`config.mk`:
```
export PLATFORM = sky130hd
export DESIGN_NAME = mips_multicycle_control
export DESIGN_NICKNAME = d
export VERILOG_FILES = /design/src/rtl/mips_mc_pkg.sv /design/src/rtl/mips_mc_wait_timer.sv /design/src/rtl/mips_multicycle_control.sv
export SDC_FILE = /design/constraint.sdc
export NUM_CORES = 1
export LEC_CHECK = 0
export CAP_MARGIN = 20
export CELL_PAD_IN_SITES_DETAIL_PLACEMENT = 1
export CELL_PAD_IN_SITES_GLOBAL_PLACEMENT = 1
export CORE_MARGIN = 1
export CORE_UTILIZATION = 32
export CTS_CLUSTER_DIAMETER = 100
export DETAILED_ROUTE_END_ITERATION = 8
export PLACE_DENSITY_LB_ADDON = 0.1
export SYNTH_ARGS = -nofsm -noshare
export SYNTH_HDL_FRONTEND = slang
export SYNTH_SLANG_ARGS = --single-unit
```
`constraint.sdc`:
```
create_clock -name clk -period 3.24 [get_ports clk]
set_clock_uncertainty 0.2 [all_clocks]
set_input_delay 0.648 -clock clk [delete_from_list [all_inputs] [get_ports clk]]
set_output_delay 0.648 -clock clk [all_outputs]
set_load 0.01 [all_outputs]
```
`src/rtl/mips_mc_pkg.sv`:
```
// Shared definitions for the multi-cycle MIPS control unit, its datapath and bench.
// Holds opcode/funct codes, the 4-bit FSM state encodings, the ALU operation
// codes and the datapath mux select codes.
package mips_mc_pkg;

  localparam logic [5:0] OP_RTYPE = 6'h00;
  localparam logic [5:0] OP_J     = 6'h02;
  localparam logic [5:0] OP_JAL   = 6'h03;
  localparam logic [5:0] OP_BEQ   = 6'h04;
  localparam logic [5:0] OP_BNE   = 6'h05;
  localparam logic [5:0] OP_ADDI  = 6'h08;
  localparam logic [5:0] OP_ORI   = 6'h0D;
  localparam logic [5:0] OP_LUI   = 6'h0F;
  localparam logic [5:0] OP_LW    = 6'h23;
  localparam logic [5:0] OP_SW    = 6'h2B;
  localparam logic [5:0] FN_JR    = 6'h08;

  typedef enum logic [3:0] {
    S_IDLE      = 4'd0,
    S_FETCH     = 4'd1,
    S_DECODE    = 4'd2,
    S_MEM_ADDR  = 4'd3,
    S_MEM_READ  = 4'd4,
    S_MEM_WB    = 4'd5,
    S_MEM_WRITE = 4'd6,
    S_R_EXEC    = 4'd7,
    S_R_WB      = 4'd8,
    S_BRANCH    = 4'd9,
    S_I_EXEC    = 4'd10,
    S_I_WB      = 4'd11,
    S_JUMP      = 4'd12,
    S_TRAP      = 4'd13,
    S_JR        = 4'd14
  } state_t;

  localparam logic [2:0] ALU_ADD   = 3'b000;
  localparam logic [2:0] ALU_SUB   = 3'b001;
  localparam logic [2:0] ALU_FUNCT = 3'b010;
  localparam logic [2:0] ALU_OR    = 3'b011;
  localparam logic [2:0] ALU_LUI   = 3'b100;

  localparam logic [1:0] RD_RT  = 2'b00;
  localparam logic [1:0] RD_RD  = 2'b01;
  localparam logic [1:0] RD_RA  = 2'b10;

  localparam logic [1:0] M2R_ALU = 2'b00;
  localparam logic [1:0] M2R_MDR = 2'b01;
  localparam logic [1:0] M2R_PC  = 2'b10;

  localparam logic [1:0] SRCB_B   = 2'b00;
  localparam logic [1:0] SRCB_4   = 2'b01;
  localparam logic [1:0] SRCB_IMM = 2'b10;
  localparam logic [1:0] SRCB_BR  = 2'b11;

  localparam logic [1:0] PCS_ALU    = 2'b00;
  localparam logic [1:0] PCS_ALUOUT = 2'b01;
  localparam logic [1:0] PCS_JUMP   = 2'b10;
  localparam logic [1:0] PCS_REG    = 2'b11;

  // States that stall on mem_ready and are subject to the timeout.
  function automatic logic is_wait_state(input state_t s);
    return (s == S_FETCH) || (s == S_MEM_READ) || (s == S_MEM_WRITE);
  endfunction

endpackage

```
`src/rtl/mips_mc_wait_timer.sv`:
```
// Memory-wait timeout counter.
//   clk, reset : clock, async active-high reset
//   clear      : zero the counter (outside wait states or when memory responds)
//   waiting    : in a wait state with mem_ready low this cycle
//   expired    : this wait cycle is the MEM_TIMEOUT-th consecutive one
module mips_mc_wait_timer #(
  parameter int MEM_TIMEOUT = 16
) (
  input  logic clk,
  input  logic reset,
  input  logic clear,
  input  logic waiting,
  output logic expired
);

  localparam int W   = (MEM_TIMEOUT > 0) ? $clog2(MEM_TIMEOUT + 1) : 1;
  localparam int LIM = (MEM_TIMEOUT > 0) ? MEM_TIMEOUT - 1 : 0;

  logic [W-1:0] cnt;

  always_ff @(posedge clk or posedge reset) begin
    if (reset)        cnt <= '0;
    else if (clear)   cnt <= '0;
    else if (waiting) cnt <= cnt + W'(1);
  end

  // cnt holds the number of earlier stalled cycles; the count reaches the
  // limit on this cycle only if memory is still not ready, so a late
  // mem_ready on the limit cycle suppresses the trap.
  assign expired = (MEM_TIMEOUT > 0) && waiting && (cnt == W'(LIM));

endmodule

```
`src/rtl/mips_multicycle_control.sv`:
```
// Sequencing control FSM for the multi-cycle MIPS datapath.
//   clk, reset        : clock, async active-high reset
//   opcode, funct     : fields of the externally held IR
//   zero              : ALU zero flag (branch decision)
//   mem_ready         : memory completes the current access
//   pc_write..pc_source : datapath controls, decoded from the state
//   state_out         : current state for debug
//   trap, illegal_op, mem_err : trap status (sticky until reset)
//   instr_count       : retired-instruction counter
module mips_multicycle_control
  import mips_mc_pkg::*;
#(
  parameter int MEM_TIMEOUT = 16,
  parameter int CNT_WIDTH   = 32
) (
  input  logic                 clk,
  input  logic                 reset,
  input  logic [5:0]           opcode,
  input  logic [5:0]           funct,
  input  logic                 zero,
  input  logic                 mem_ready,
  output logic                 pc_write,
  output logic                 ir_write,
  output logic                 i_or_d,
  output logic                 mem_read,
  output logic                 mem_write,
  output logic                 reg_write,
  output logic [1:0]           reg_dst,
  output logic [1:0]           mem_to_reg,
  output logic                 alu_src_a,
  output logic [1:0]           alu_src_b,
  output logic                 ext_zero,
  output logic [2:0]           alu_op,
  output logic [1:0]           pc_source,
  output logic [3:0]           state_out,
  output logic                 trap,
  output logic                 illegal_op,
  output logic                 mem_err,
  output logic [CNT_WIDTH-1:0] instr_count
);

  state_t state, next;
  logic   in_wait, waiting, expired, retire;

  assign in_wait = is_wait_state(state);
  assign waiting = in_wait & ~mem_ready;

  // Clearing outside wait states guarantees a zero count on entry to each.
  mips_mc_wait_timer #(.MEM_TIMEOUT(MEM_TIMEOUT)) u_timer (
    .clk     (clk),
    .reset   (reset),
    .clear   (~in_wait | mem_ready),
    .waiting (waiting),
    .expired (expired)
  );

  always_ff @(posedge clk or posedge reset) begin
    if (reset) state <= S_IDLE;
    else       state <= next;
  end

  always_comb begin
    next = state;
    case (state)
      S_IDLE:   next = S_FETCH;
      S_FETCH:  if (mem_ready) next = S_DECODE;
                else if (expired) next = S_TRAP;
      S_DECODE: begin
        case (opcode)
          OP_RTYPE:         next = (funct == FN_JR) ? S_JR : S_R_EXEC;
          OP_LW, OP_SW:     next = S_MEM_ADDR;
          OP_BEQ, OP_BNE:   next = S_BRANCH;
          OP_ADDI, OP_ORI,
          OP_LUI:           next = S_I_EXEC;
          OP_J, OP_JAL:     next = S_JUMP;
          default:          next = S_TRAP;
        endcase
      end
      S_MEM_ADDR:  next = (opcode == OP_SW) ? S_MEM_WRITE : S_MEM_READ;
      S_MEM_READ:  if (mem_ready) next = S_MEM_WB;
                   else if (expired) next = S_TRAP;
      S_MEM_WRITE: if (mem_ready) next = S_FETCH;
                   else if (expired) next = S_TRAP;
      S_R_EXEC:    next = S_R_WB;
      S_I_EXEC:    next = S_I_WB;
      S_MEM_WB, S_R_WB, S_I_WB,
      S_BRANCH, S_JUMP, S_JR: next = S_FETCH;
      S_TRAP:      next = S_TRAP;
      default:     next = S_IDLE;
    endcase
  end

  always_comb begin
    pc_write   = 1'b0;
    ir_write   = 1'b0;
    i_or_d     = 1'b0;
    mem_read   = 1'b0;
    mem_write  = 1'b0;
    reg_write  = 1'b0;
    reg_dst    = RD_RT;
    mem_to_reg = M2R_ALU;
    alu_src_a  = 1'b0;
    alu_src_b  = SRCB_B;
    ext_zero   = 1'b0;
    alu_op     = ALU_ADD;
    pc_source  = PCS_ALU;
    case (state)
      S_FETCH: begin
        mem_read  = 1'b1;
        alu_src_b = SRCB_4;
        ir_write  = mem_ready;
        pc_write  = mem_ready;
      end
      S_DECODE:   alu_src_b = SRCB_BR;
      S_MEM_ADDR: begin
        alu_src_a = 1'b1;
        alu_src_b = SRCB_IMM;
      end
      S_MEM_READ: begin
        mem_read = 1'b1;
        i_or_d   = 1'b1;
      end
      S_MEM_WB: begin
        reg_write  = 1'b1;
        mem_to_reg = M2R_MDR;
      end
      S_MEM_WRITE: begin
        mem_write = 1'b1;
        i_or_d    = 1'b1;
      end
      S_R_EXEC: begin
        alu_src_a = 1'b1;
        alu_op    = ALU_FUNCT;
      end
      S_R_WB: begin
        reg_write = 1'b1;
        reg_dst   = RD_RD;
      end
      S_BRANCH: begin
        alu_src_a = 1'b1;
        alu_op    = ALU_SUB;
        pc_source = PCS_ALUOUT;
        pc_write  = ((opcode == OP_BEQ) & zero) | ((opcode == OP_BNE) & ~zero);
      end
      S_I_EXEC: begin
        alu_src_a = 1'b1;
        alu_src_b = SRCB_IMM;
        ext_zero  = (opcode == OP_ORI) || (opcode == OP_LUI);
        alu_op    = (opcode == OP_ORI) ? ALU_OR :
                    (opcode == OP_LUI) ? ALU_LUI : ALU_ADD;
      end
      S_I_WB: begin
        reg_write = 1'b1;
        ext_zero  = (opcode == OP_ORI) || (opcode == OP_LUI);
      end
      S_JUMP: begin
        pc_source = PCS_JUMP;
        pc_write  = 1'b1;
        if (opcode == OP_JAL) begin
          reg_write  = 1'b1;
          reg_dst    = RD_RA;
          mem_to_reg = M2R_PC;
        end
      end
      S_JR: begin
        pc_source = PCS_REG;
        pc_write  = 1'b1;
      end
      default: ;
    endcase
  end

  assign state_out = state;
  assign trap      = (state == S_TRAP);

  // Leaving IDLE is not a retirement; a FETCH self-loop is a stall, not an entry.
  assign retire = (next == S_FETCH) && (state != S_IDLE) && (state != S_FETCH);

  always_ff @(posedge clk or posedge reset) begin
    if (reset) begin
      illegal_op  <= 1'b0;
      mem_err     <= 1'b0;
      instr_count <= '0;
    end else begin
      if (state == S_DECODE && next == S_TRAP) illegal_op <= 1'b1;
      if (expired) mem_err <= 1'b1;
      if (retire) instr_count <= instr_count + CNT_WIDTH'(1);
    end
  end

endmodule
```
==> summary.json, run 1 <==
{
  "run_status": "finished, violations left",
  "violations": "design-rule violations",
  "routed-wl-met3_um": 314,
  "finalWorstSetupSlack_ns": 0.0691,
  "r2r-start": "u_timer.cnt[0]$_DFF_PP0_",
  "power.net_switching_mw": 0.959,
  "area_growth_pct": 46.8,
  "rsz0062_at_grt": "false",
  "synth_cell_types": 50,
  "final_cells": 473,
  "finalCritPeriodShare_pct": 97.9,
  "cp_max_fo": 3,
  "gp_congestion": 0.776,
  "sequential_fraction_of_the_synthesis_area_pct": 42.5,
  "design.die.area_um2": 8280,
  "drt-pass1-iter-count": 6,
  "cts-htree-levels": 2,
  "synthArstFlopShare_pct": 100,
  "wire_per_inst_um": 14.6,
  "final_wl_mm": 6.91,
  "arrival_ns": 2.32,
  "synthFlopType": "sky130_fd_sc_hd__dfrtp_1",
  "finalHoldWorstSlack_ns": 0.262,
  "synth.most_common_cell": "sky130_fd_sc_hd__dfrtp_1",
  "netlist.top_cell.by_area": "sky130_fd_sc_hd__dfrtp_1",
  "pin_count": 74,
  "grt_pass1_vias": 2365,
  "worstSetupEndpointType": "output port",
  "setup-violations-final": 0,
  "dr.first_iter.drc_count": 64,
  "dp.cells": 464,
  "pre_cts_slack_ns": -0.352,
  "gate_count_of_the_mapped_netlist": 268,
  "worst-r2r-cell-count": 11,
  "worst_r2r_endpoint": "instr_count[27]$_DFFE_PP0P_",
  "grtUsageTotal_pct": 17.4,
  "internal_power_mw": 1.45,
  "met1Wirelength_mm": 3.19,
  "timing.hold.worst.start": "u_timer.cnt[0]$_DFF_PP0_",
  "p_comb_share_pct": 57.6,
  "synth.area.top_cells": "sky130_fd_sc_hd__dfrtp_1 (42%), sky130_fd_sc_hd__xnor2_1 (8.0%), sky130_fd_sc_hd__nor2_1 (4.4%), sky130_fd_sc_hd__xor2_1 (3.8%), sky130_fd_sc_hd__nand2_1 (3.3%)",
  "cts_tree": "yes",
  "synth.avg_cell_area_um2": 9.45,
  "cts_num_sinks": 43,
  "ys.warnings.count": 0,
  "detailroute.wirelength.met2_mm": 3.36,
  "ctsHoldBuffers": 0,
  "num-nets-final": 389,
  "cts_inserted_buffers": 5,
  "drt.antenna.violating_nets": 0,
  "worst_hold_path_type": "register to register",
  "antenna_cells_inserted": 0,
  "max_freq_ghz": 0.315,
  "fill_cells": 904,
  "mappedNetlistArea_um2": 2530,
  "max-cap-violations": 0,
  "min_delay_path_depth": 1,
  "finalWorstPathRequiredPeriod_ns": 3.17,
  "seqCellArea_um2": 1080,
  "first_pass_grt_wire_length_mm": 11.6,
  "max-slew-margin-rel_pct": 56.4,
  "grt_max_degree": 19,
  "leftover_overflow_at_the_end_of_global_routing": 0,
  "synth_edf_count": 0,
  "layout-drive-gt1-share_pct": 16.7,
  "min_to": "u_timer.cnt[0]$_DFF_PP0_",
  "fin_total_pwr_mw": 2.41,
  "number_of_slew_limit_violations_in_the_final_report": 0,
  "synth.ff_latch_count": 43,
  "clock_latency_ns": 0.29,
  "cp_data_required_time_ns": 2.39,
  "detail_route.drc_violations": 1,
  "static_leak_nw": 1.62,
  "clk_path_buf_depth": 2,
  "power.density_cell_area_nw_per_um2": 647,
  "start_util_pct": 33.0,
  "dp.final_hpwl_mm": 5.33,
  "critPathKind": "input pin to output port",
  "r2r_slack_ns": 0.17,
  "clk_transition_reported_paths_ns": 0.08,
  "proportion_of_power_drawn_by_the_clock_network_pct": 13.6,
  "netlist_top_cells_count": "sky130_fd_sc_hd__dfrtp_1 (43), sky130_fd_sc_hd__nor2_1 (30), sky130_fd_sc_hd__xnor2_1 (23)",
  "vias": 2341,
  "vdd_drop_max_uv": 313,
  "timing_worst_slew_pin_value_ns": 0.651,
  "timing_hold_violations_final": 0,
  "io_buffers": 73,
  "final_core_util_pct": 48.4,
  "timing.critical_path.from_type": "input pin",
  "std_cell_rows": 32,
  "fp.coreArea_um2": 7690,
  "detail_route.vias_per_cell": 4.95,
  "synth_largest_type_area_fraction_pct": 42.5,
  "cts_root_buffer": "sky130_fd_sc_hd__clkbuf_8",
  "multi_input_area_um2": 1420,
  "sw_frac_of_total_pct": 39.9,
  "dr.max_layer_used": "met4",
  "die-width_um": 91.0,
  "die_h_um": 91.0,
  "power_frac_seq_pct": 28.8,
  "syn_nets": 287,
  "grt_antenna_before_repair": 0
}
[layer usage]
layer | up-vias | GRT usage [%]
met5 | - | 0
met4 | 0 | 4.10
li1 | 1146 | -
met3 | 4 | 3.10
met1 | 1130 | 22.9
met2 | 61 | 29.8
[area by class of cell]
cell class,instances,area share [%]
Multi-Input combinational cell,207,38.2
Sequential cell,43,28.9
Timing Repair Buffer,105,26.4
Tap cell,102,3.43
Clock buffer,7,2.05
Inverter,8,0.808
Clock inverter,1,0.135
[power groups by stage]
stage	clock, mW	combinational (mW)	sequential, mW
after floorplan	0	0.711	0.712
final	0.326	1.39	0.693
after CTS	0.344	1.38	0.694
after global placement	0	1.38	0.702
after global routing	0.362	1.52	0.705
after detailed placement	0	1.39	0.704
[state kept, by name (all words and copies together), names as in the netlist]
register,cells
u_timer.cnt,5
mem_err,1
state_out,4
illegal_op,1
instr_count,32
[kinds of logic after synthesis]
logic type / Yosys count / synth area share, %
XOR/XNOR: 35 / 12.4
adder cells (fa/ha/maj): 3 / 1.48
multiplexers: 1 / 0.444
AO/OA/AOI/OAI: 32 / 10.1
AND/OR/NAND/NOR: 136 / 29.5
buffers and inverters: 18 / 3.61
flip-flops: 43 / 42.5
[cells in the final DEF (no fill, tap or decap), types with 3 or more instances in the layout]
cell,instances
sky130_fd_sc_hd__clkbuf_8,5
sky130_fd_sc_hd__nor3_1,11
sky130_fd_sc_hd__nand2_1,22
sky130_fd_sc_hd__buf_4,31
sky130_fd_sc_hd__dlygate4sd2_1,5
sky130_fd_sc_hd__ha_1,3
sky130_fd_sc_hd__nand4_1,9
sky130_fd_sc_hd__a21o_1,3
sky130_fd_sc_hd__dfrtp_1,43
sky130_fd_sc_hd__nand3_1,11
sky130_fd_sc_hd__and4_1,3
sky130_fd_sc_hd__nand2b_1,5
sky130_fd_sc_hd__xor2_1,11
sky130_fd_sc_hd__nor2b_1,7
sky130_fd_sc_hd__o21ai_0,6
sky130_fd_sc_hd__or3_4,4
sky130_fd_sc_hd__a21oi_1,5
sky130_fd_sc_hd__clkdlybuf4s50_1,62
sky130_fd_sc_hd__xnor2_1,23
sky130_fd_sc_hd__dlymetal6s2s_1,4
sky130_fd_sc_hd__and2_1,4
sky130_fd_sc_hd__inv_1,7
sky130_fd_sc_hd__and3_1,9
sky130_fd_sc_hd__nor2_1,29
[timing repair]
item / CTS / global route
setup endpoints to repair: 7 / 18
pin swaps: 2 / 7
buffers inserted: 0 / 1
gates resized for setup: 11 / 16
cloned: 0 / 0
[critical path: stages]
cell,delay [ns]
sky130_fd_sc_hd__clkdlybuf4s50_1,0.47
sky130_fd_sc_hd__or3_4,0.38
sky130_fd_sc_hd__buf_4,0.15
sky130_fd_sc_hd__nor2_2,0.12
sky130_fd_sc_hd__clkdlybuf4s50_1,0.55
[metrics by stage]
| step | instance area (um^2) | setup TNS (ns) |
|---|---|---|
| after detailed placement | 3580 | -6.64 |
| after CTS | 3660 | 0 |
| final | 3720 | 0 |
| after floorplan | 2530 | 0 |
| after global routing | 3720 | 0 |
| after global placement | 3580 | -5.39 |
[how the worst max path moves through the flow]
stage / start / endpoint / slack [ns] / cells after the start
6_report: opcode[4] / reg_dst[1] / 0.07 / 5
3_5_place_dp: opcode[0] / alu_op[1] / -0.35 / 6
5_1_grt: opcode[1] / instr_count[18]$_DFFE_PP0P_ / 0.005 / 11
2_1_floorplan: opcode[0] / instr_count[3]$_DFFE_PP0P_ / 0.15 / 9
4_1_cts: opcode[5] / alu_op[1] / 0.01 / 6
3_3_place_gp: opcode[0] / alu_op[1] / -0.31 / 6
Power figures use the tool's default switching activity.
==> run 2: changes to the inputs <==
CELL_PAD_IN_SITES_DETAIL_PLACEMENT = unset   (was 1)
CELL_PAD_IN_SITES_GLOBAL_PLACEMENT = unset   (was 1)
CORE_UTILIZATION = 40   (was 32)
PLACE_DENSITY = 0.72   (was unset)
PLACE_DENSITY_LB_ADDON = unset   (was 0.1)
SETUP_SLACK_MARGIN = 0.2   (was unset)
==> run 2 against run 1 <==
Count of clock-buffer cells in the layout is 2 lower. Register-to-register slack better by 0.13 ns. Non-clock buffer count up 8. Die area decreased by 20%. Critical path depth unchanged. The flow now finishes without violations. Design area up 2.4%. Critical endpoint is now ir_write. Largest power group unchanged. Fmax up 5.9%.
==> summary.json, run 2 (same netlist as run 1, synthesis figures left out) <==
{
  "run_status": "finished clean",
  "max_freq_ghz": 0.334,
  "seqCellArea_um2": 1080,
  "timing_hold_violations_final": 0,
  "io_buffers": 73,
  "pin_count": 74,
  "max-cap-violations": 0,
  "min_delay_path_depth": 1,
  "largest_register": "instr_count",
  "cts_root_buffer": "sky130_fd_sc_hd__clkbuf_8",
  "grt_max_degree": 44,
  "dp.final_hpwl_mm": 4.82,
  "first_pass_grt_wire_length_mm": 10.7,
  "worst_hold_path_type": "register to register",
  "final_core_util_pct": 63.2,
  "vias": 2415,
  "wire_per_inst_um": 14.9,
  "finalCritPeriodShare_pct": 92.4,
  "start_util_pct": 42.0,
  "fp.coreArea_um2": 6030,
  "clock_latency_ns": 0.29,
  "cts_tree": "yes",
  "die_h_um": 81.6,
  "die-width_um": 81.6,
  "final_cell_area_um2": 3810,
  "layout_common_cells": "sky130_fd_sc_hd__clkdlybuf4s50_1 (59), sky130_fd_sc_hd__dfrtp_1 (41), sky130_fd_sc_hd__buf_4 (34), sky130_fd_sc_hd__nor2_1 (28), sky130_fd_sc_hd__xnor2_1 (23)",
  "worstSetupEndpointType": "output port",
  "static_leak_nw": 1.68,
  "final_wl_mm": 6.77,
  "setup_total_negative_slack_ns": 0,
  "dr.first_iter.drc_count": 128,
  "grt_pass1_vias": 2195,
  "r2r_slack_ns": 0.30,
  "grt_antenna_before_repair": 0,
  "crit_path_start": "state_out[3]$_DFF_PP0_",
  "clk_transition_reported_paths_ns": 0.08,
  "r2r-start": "u_timer.cnt[0]$_DFF_PP0_",
  "dpl_cell_area_um2": 3520,
  "cp_data_required_time_ns": 2.39,
  "power.density_cell_area_nw_per_um2": 687,
  "worst_r2r_endpoint": "instr_count[23]$_DFFE_PP0P_",
  "largest_reg_flops": 32,
  "design.die.area_um2": 6660,
  "timing.critical_path.from_type": "register",
  "fill_cells": 520,
  "setup-violations-final": 0,
  "gp_congestion": 0.775,
  "vdd_drop_max_uv": 484,
  "grtUsageTotal_pct": 21.1,
  "max-slew-margin-rel_pct": 64.0,
  "detail_route.vias_per_cell": 5.32,
  "arrival_ns": 2.15,
  "worst-r2r-cell-count": 11,
  "fin_total_pwr_mw": 2.62,
  "detail_route.drc_violations": 0,
  "layout-drive-gt1-share_pct": 22.7,
  "cts-htree-levels": 2,
  "layout_commonest_cell": "sky130_fd_sc_hd__clkdlybuf4s50_1",
  "critPathKind": "register to output port",
  "leftover_overflow_at_the_end_of_global_routing": 0,
  "timing_worst_slew_pin_value_ns": 0.539,
  "std_cell_rows": 28,
  "cts_num_sinks": 43,
  "number_of_slew_limit_violations_in_the_final_report": 0,
  "drt-pass1-iter-count": 4,
  "area_growth_pct": 50.3,
  "multi_input_area_um2": 1480,
  "clk_path_buf_depth": 2,
  "cp_max_fo": 12,
  "dp.cells": 435,
  "final_cells": 454,
  "drt.antenna.violating_nets": 0,
  "antenna_cells_inserted": 0,
  "cts_inserted_buffers": 5,
  "timing.hold.worst.start": "mem_err$_DFFE_PP0P_",
  "finalWorstPathRequiredPeriod_ns": 2.99,
  "num-nets-final": 397,
  "rsz0062_at_grt": "true",
  "min_to": "mem_err$_DFFE_PP0P_"
}
run 2: changes by cell type in the layout (fill, tap and decap cells not counted), moves of 2 or more:
cell                              delta
sky130_fd_sc_hd__nor3_1              -4
sky130_fd_sc_hd__dlymetal6s2s_1      -4
sky130_fd_sc_hd__buf_4               +3
sky130_fd_sc_hd__buf_6               +4
sky130_fd_sc_hd__clkbuf_1            -2
sky130_fd_sc_hd__clkinvlp_4          +2
sky130_fd_sc_hd__clkdlybuf4s50_1     -3
sky130_fd_sc_hd__dfrtp_2             +2
sky130_fd_sc_hd__dlygate4sd2_1       +3
sky130_fd_sc_hd__nor3_4              +4
sky130_fd_sc_hd__ha_2                +2
sky130_fd_sc_hd__buf_2               +2
sky130_fd_sc_hd__dfrtp_1             -2
sky130_fd_sc_hd__ha_1                -2
run 2: layout make-up:
cell class	count	area share (%)
sequential	43	28.3
inverter	8	0.788
timing repair buffer	113	27.2
clock buffer	5	1.81
multi-input combinational	207	38.9
tap	75	2.46
clock inverter	3	0.526
run 2: power breakdown:
part | leakage, nW | switching [mW] | internal, mW
registers | 0.577 | 0.0997 | 0.607
logic | 1.07 | 0.768 | 0.804
clock network | 0.0402 | 0.187 | 0.150
run 2: layer usage:
metal,vias up,global-route usage [%],wire length (um)
met5,-,0,0
met4,0,7.02,81
met3,7,3.56,274
met2,62,33.3,3200
met1,1180,29.4,3210
li1,1166,-,-
run 2: what timing repair did:
action	in CTS	in global routing
pin swaps	12	11
hold buffers	0	0
setup buffers	7	3
endpoints found under the setup margin	35	33
gates resized for setup	47	16
gates cloned	1	0
run 2: through the flow:
step | hold slack, ns | worst slack (ns)
floorplan | 0.232 | 0.195
global placement | 0.246 | -0.257
detailed placement | 0.253 | -0.303
CTS | 0.272 | 0.189
global route | 0.304 | 0.153
finish | 0.268 | 0.245
run 2: worst max-delay path by stage:
stage / end / slack [ns] / cells after the start
6_report: ir_write / 0.25 / 5
5_1_grt: pc_source[0] / 0.15 / 5
4_1_cts: alu_op[1] / 0.19 / 6
3_5_place_dp: alu_op[1] / -0.30 / 6
3_3_place_gp: instr_count[18]$_DFFE_PP0P_ / -0.26 / 10
2_1_floorplan: instr_count[3]$_DFFE_PP0P_ / 0.19 / 9
run 2: worst max-delay path: stages (launching register included):
cell and delay (ns):
sky130_fd_sc_hd__dfrtp_2 0.43, sky130_fd_sc_hd__buf_4 0.18, sky130_fd_sc_hd__or2_2 0.37, sky130_fd_sc_hd__nor3_4 0.21, sky130_fd_sc_hd__buf_4 0.13, sky130_fd_sc_hd__clkdlybuf4s50_1 0.54
==> run 3: changes to the inputs <==
SETUP_SLACK_MARGIN = unset   (was 0.2)
==> run 3 against run 2 <==
Die area is the same. Design area is 3.1% lower. Wire length decreased by 3.2%. Final cell count decreased by 1.8%. Clock power shrank 1%. Hold slack got worse by 0.0093 ns. Sequential power shrank 3.0%. Critical path type is now input pin to register.
==> summary.json, run 3 (same netlist as run 1, synthesis figures left out) <==
{
  "run_status": "finished clean",
  "layout-drive-gt1-share_pct": 18.1,
  "grt_max_degree": 26,
  "arrival_ns": 3.18,
  "vdd_drop_max_uv": 433,
  "setup_total_negative_slack_ns": 0,
  "finalWorstSetupSlack_ns": 0.0445,
  "final_core_util_pct": 61.3,
  "final_cells": 446,
  "power_frac_seq_pct": 28.6,
  "grt_pass1_vias": 2230,
  "power.net_switching_mw": 0.977,
  "die_h_um": 81.6,
  "max_freq_ghz": 0.313,
  "largest_register": "instr_count",
  "timing_worst_slew_pin_value_ns": 0.683,
  "dp.final_hpwl_mm": 4.83,
  "io_buffers": 73,
  "antenna_cells_inserted": 0,
  "grt_antenna_before_repair": 0,
  "cp_data_required_time_ns": 3.22,
  "gp_congestion": 0.850,
  "critPathKind": "input pin to register",
  "pre_cts_slack_ns": -0.307,
  "power.density_cell_area_nw_per_um2": 649,
  "dpl_cell_area_um2": 3520,
  "detail_route.vias_per_cell": 5.33,
  "drt.antenna.violating_nets": 0,
  "die-width_um": 81.6,
  "cts_tree": "yes",
  "setup-violations-final": 0,
  "wire_per_inst_um": 14.7,
  "final_wl_mm": 6.55,
  "rsz0062_at_grt": "true",
  "cts_inserted_buffers": 5,
  "max-slew-margin-rel_pct": 54.2,
  "drt-pass1-iter-count": 4,
  "finalCritPeriodShare_pct": 98.6,
  "static_leak_nw": 1.60,
  "std_cell_rows": 28,
  "worst_r2r_endpoint": "instr_count[26]$_DFFE_PP0P_",
  "cts_num_sinks": 43,
  "cts-htree-levels": 2,
  "finalHoldWorstSlack_ns": 0.259,
  "fin_total_pwr_mw": 2.40,
  "final_cell_area_um2": 3690,
  "r2r-start": "u_timer.cnt[0]$_DFF_PP0_",
  "cp_max_fo": 7,
  "clock_latency_ns": 0.29,
  "proportion_of_power_drawn_by_the_clock_network_pct": 13.9,
  "grtUsageTotal_pct": 20.4,
  "timing_hold_violations_final": 0,
  "clk_transition_reported_paths_ns": 0.08,
  "worst_hold_path_type": "register to register",
  "fp.coreArea_um2": 6030,
  "area_growth_pct": 45.7,
  "finalWorstPathRequiredPeriod_ns": 3.20,
  "min_delay_path_depth": 1,
  "worstSetupEndpointType": "register",
  "dp.cells": 436,
  "layout_commonest_cell": "sky130_fd_sc_hd__clkdlybuf4s50_1",
  "dr.first_iter.drc_count": 97,
  "largest_reg_flops": 32,
  "timing.hold.worst.start": "u_timer.cnt[0]$_DFF_PP0_",
  "p_comb_share_pct": 57.5,
  "internal_power_mw": 1.42,
  "leftover_overflow_at_the_end_of_global_routing": 0,
  "max-cap-violations": 0,
  "r2r_slack_ns": 0.16,
  "min_to": "u_timer.cnt[0]$_DFF_PP0_",
  "fill_cells": 523,
  "first_pass_grt_wire_length_mm": 10.4,
  "start_util_pct": 42.0,
  "sw_frac_of_total_pct": 40.8,
  "vias": 2377,
  "timing.critical_path.from_type": "input pin",
  "design.die.area_um2": 6660,
  "worst-r2r-cell-count": 12,
  "layout_common_cells": "sky130_fd_sc_hd__clkdlybuf4s50_1 (65), sky130_fd_sc_hd__dfrtp_1 (43), sky130_fd_sc_hd__buf_4 (30), sky130_fd_sc_hd__nor2_1 (29), sky130_fd_sc_hd__xnor2_1 (23)",
  "num-nets-final": 389,
  "clk_path_buf_depth": 2,
  "number_of_slew_limit_violations_in_the_final_report": 0,
  "cts_root_buffer": "sky130_fd_sc_hd__clkbuf_8",
  "detail_route.drc_violations": 0,
  "pin_count": 74
}
==> run 3: cell type report <==
type	count	area (um^2)	share of cell area (%)
clock buffer	6	72.6	1.97
clock inverter	2	12.5	0.339
inverter	8	30.0	0.814
multi-input combinational	207	1440	39.1
sequential	43	1080	29.2
tap	75	93.8	2.54
timing repair buffer	105	965	26.1
==> run 3: power groups by stage <==
stage	Sequential (mW)	Clock (mW)	Combinational, mW
2_1_floorplan	0.712	0	0.711
3_3_place_gp	0.694	0	1.29
3_5_place_dp	0.697	0	1.31
4_1_cts	0.687	0.343	1.31
5_1_grt	0.700	0.365	1.49
6_report	0.686	0.333	1.38
==> run 3: what timing repair did <==
action                                  in CTS  in global routing
pin swaps                                    0                  4
gates resized for setup                     11                 17
hold buffers                                 0                  0
cloned                                       0                  1
setup buffers                                0                  1
endpoints found under the setup margin      10                 28
==> run 3: worst max-delay path, stage by stage <==
cell and delay, ns:
sky130_fd_sc_hd__clkdlybuf4s50_1 0.42, sky130_fd_sc_hd__buf_4 0.15, sky130_fd_sc_hd__or3_4 0.41, sky130_fd_sc_hd__a211oi_4 0.25, sky130_fd_sc_hd__or3_4 0.19, sky130_fd_sc_hd__o211ai_4 0.07
sky130_fd_sc_hd__buf_4 0.16, sky130_fd_sc_hd__a2111oi_4 0.36, sky130_fd_sc_hd__buf_6 0.18, sky130_fd_sc_hd__mux2_2 0.33
==> run 3: metal layers <==
metal	global-route usage, %	vias up	part of all wire [%]
met5	0	-	0
met4	4.74	0	0.89
li1	-	1144	-
met3	4.11	4	4.1
met1	26.4	1164	44
met2	34.8	65	51
==> run 3: worst max path at each step <==
stage	end	cells past startpoint	from
floorplan	instr_count[3]$_DFFE_PP0P_	9	opcode[0]
global placement	alu_op[1]	6	opcode[5]
detailed placement	instr_count[31]$_DFFE_PP0P_	10	opcode[0]
CTS	instr_count[23]$_DFFE_PP0P_	10	opcode[0]
global route	instr_count[27]$_DFFE_PP0P_	10	opcode[3]
finish	instr_count[1]$_DFFE_PP0P_	10	opcode[3]
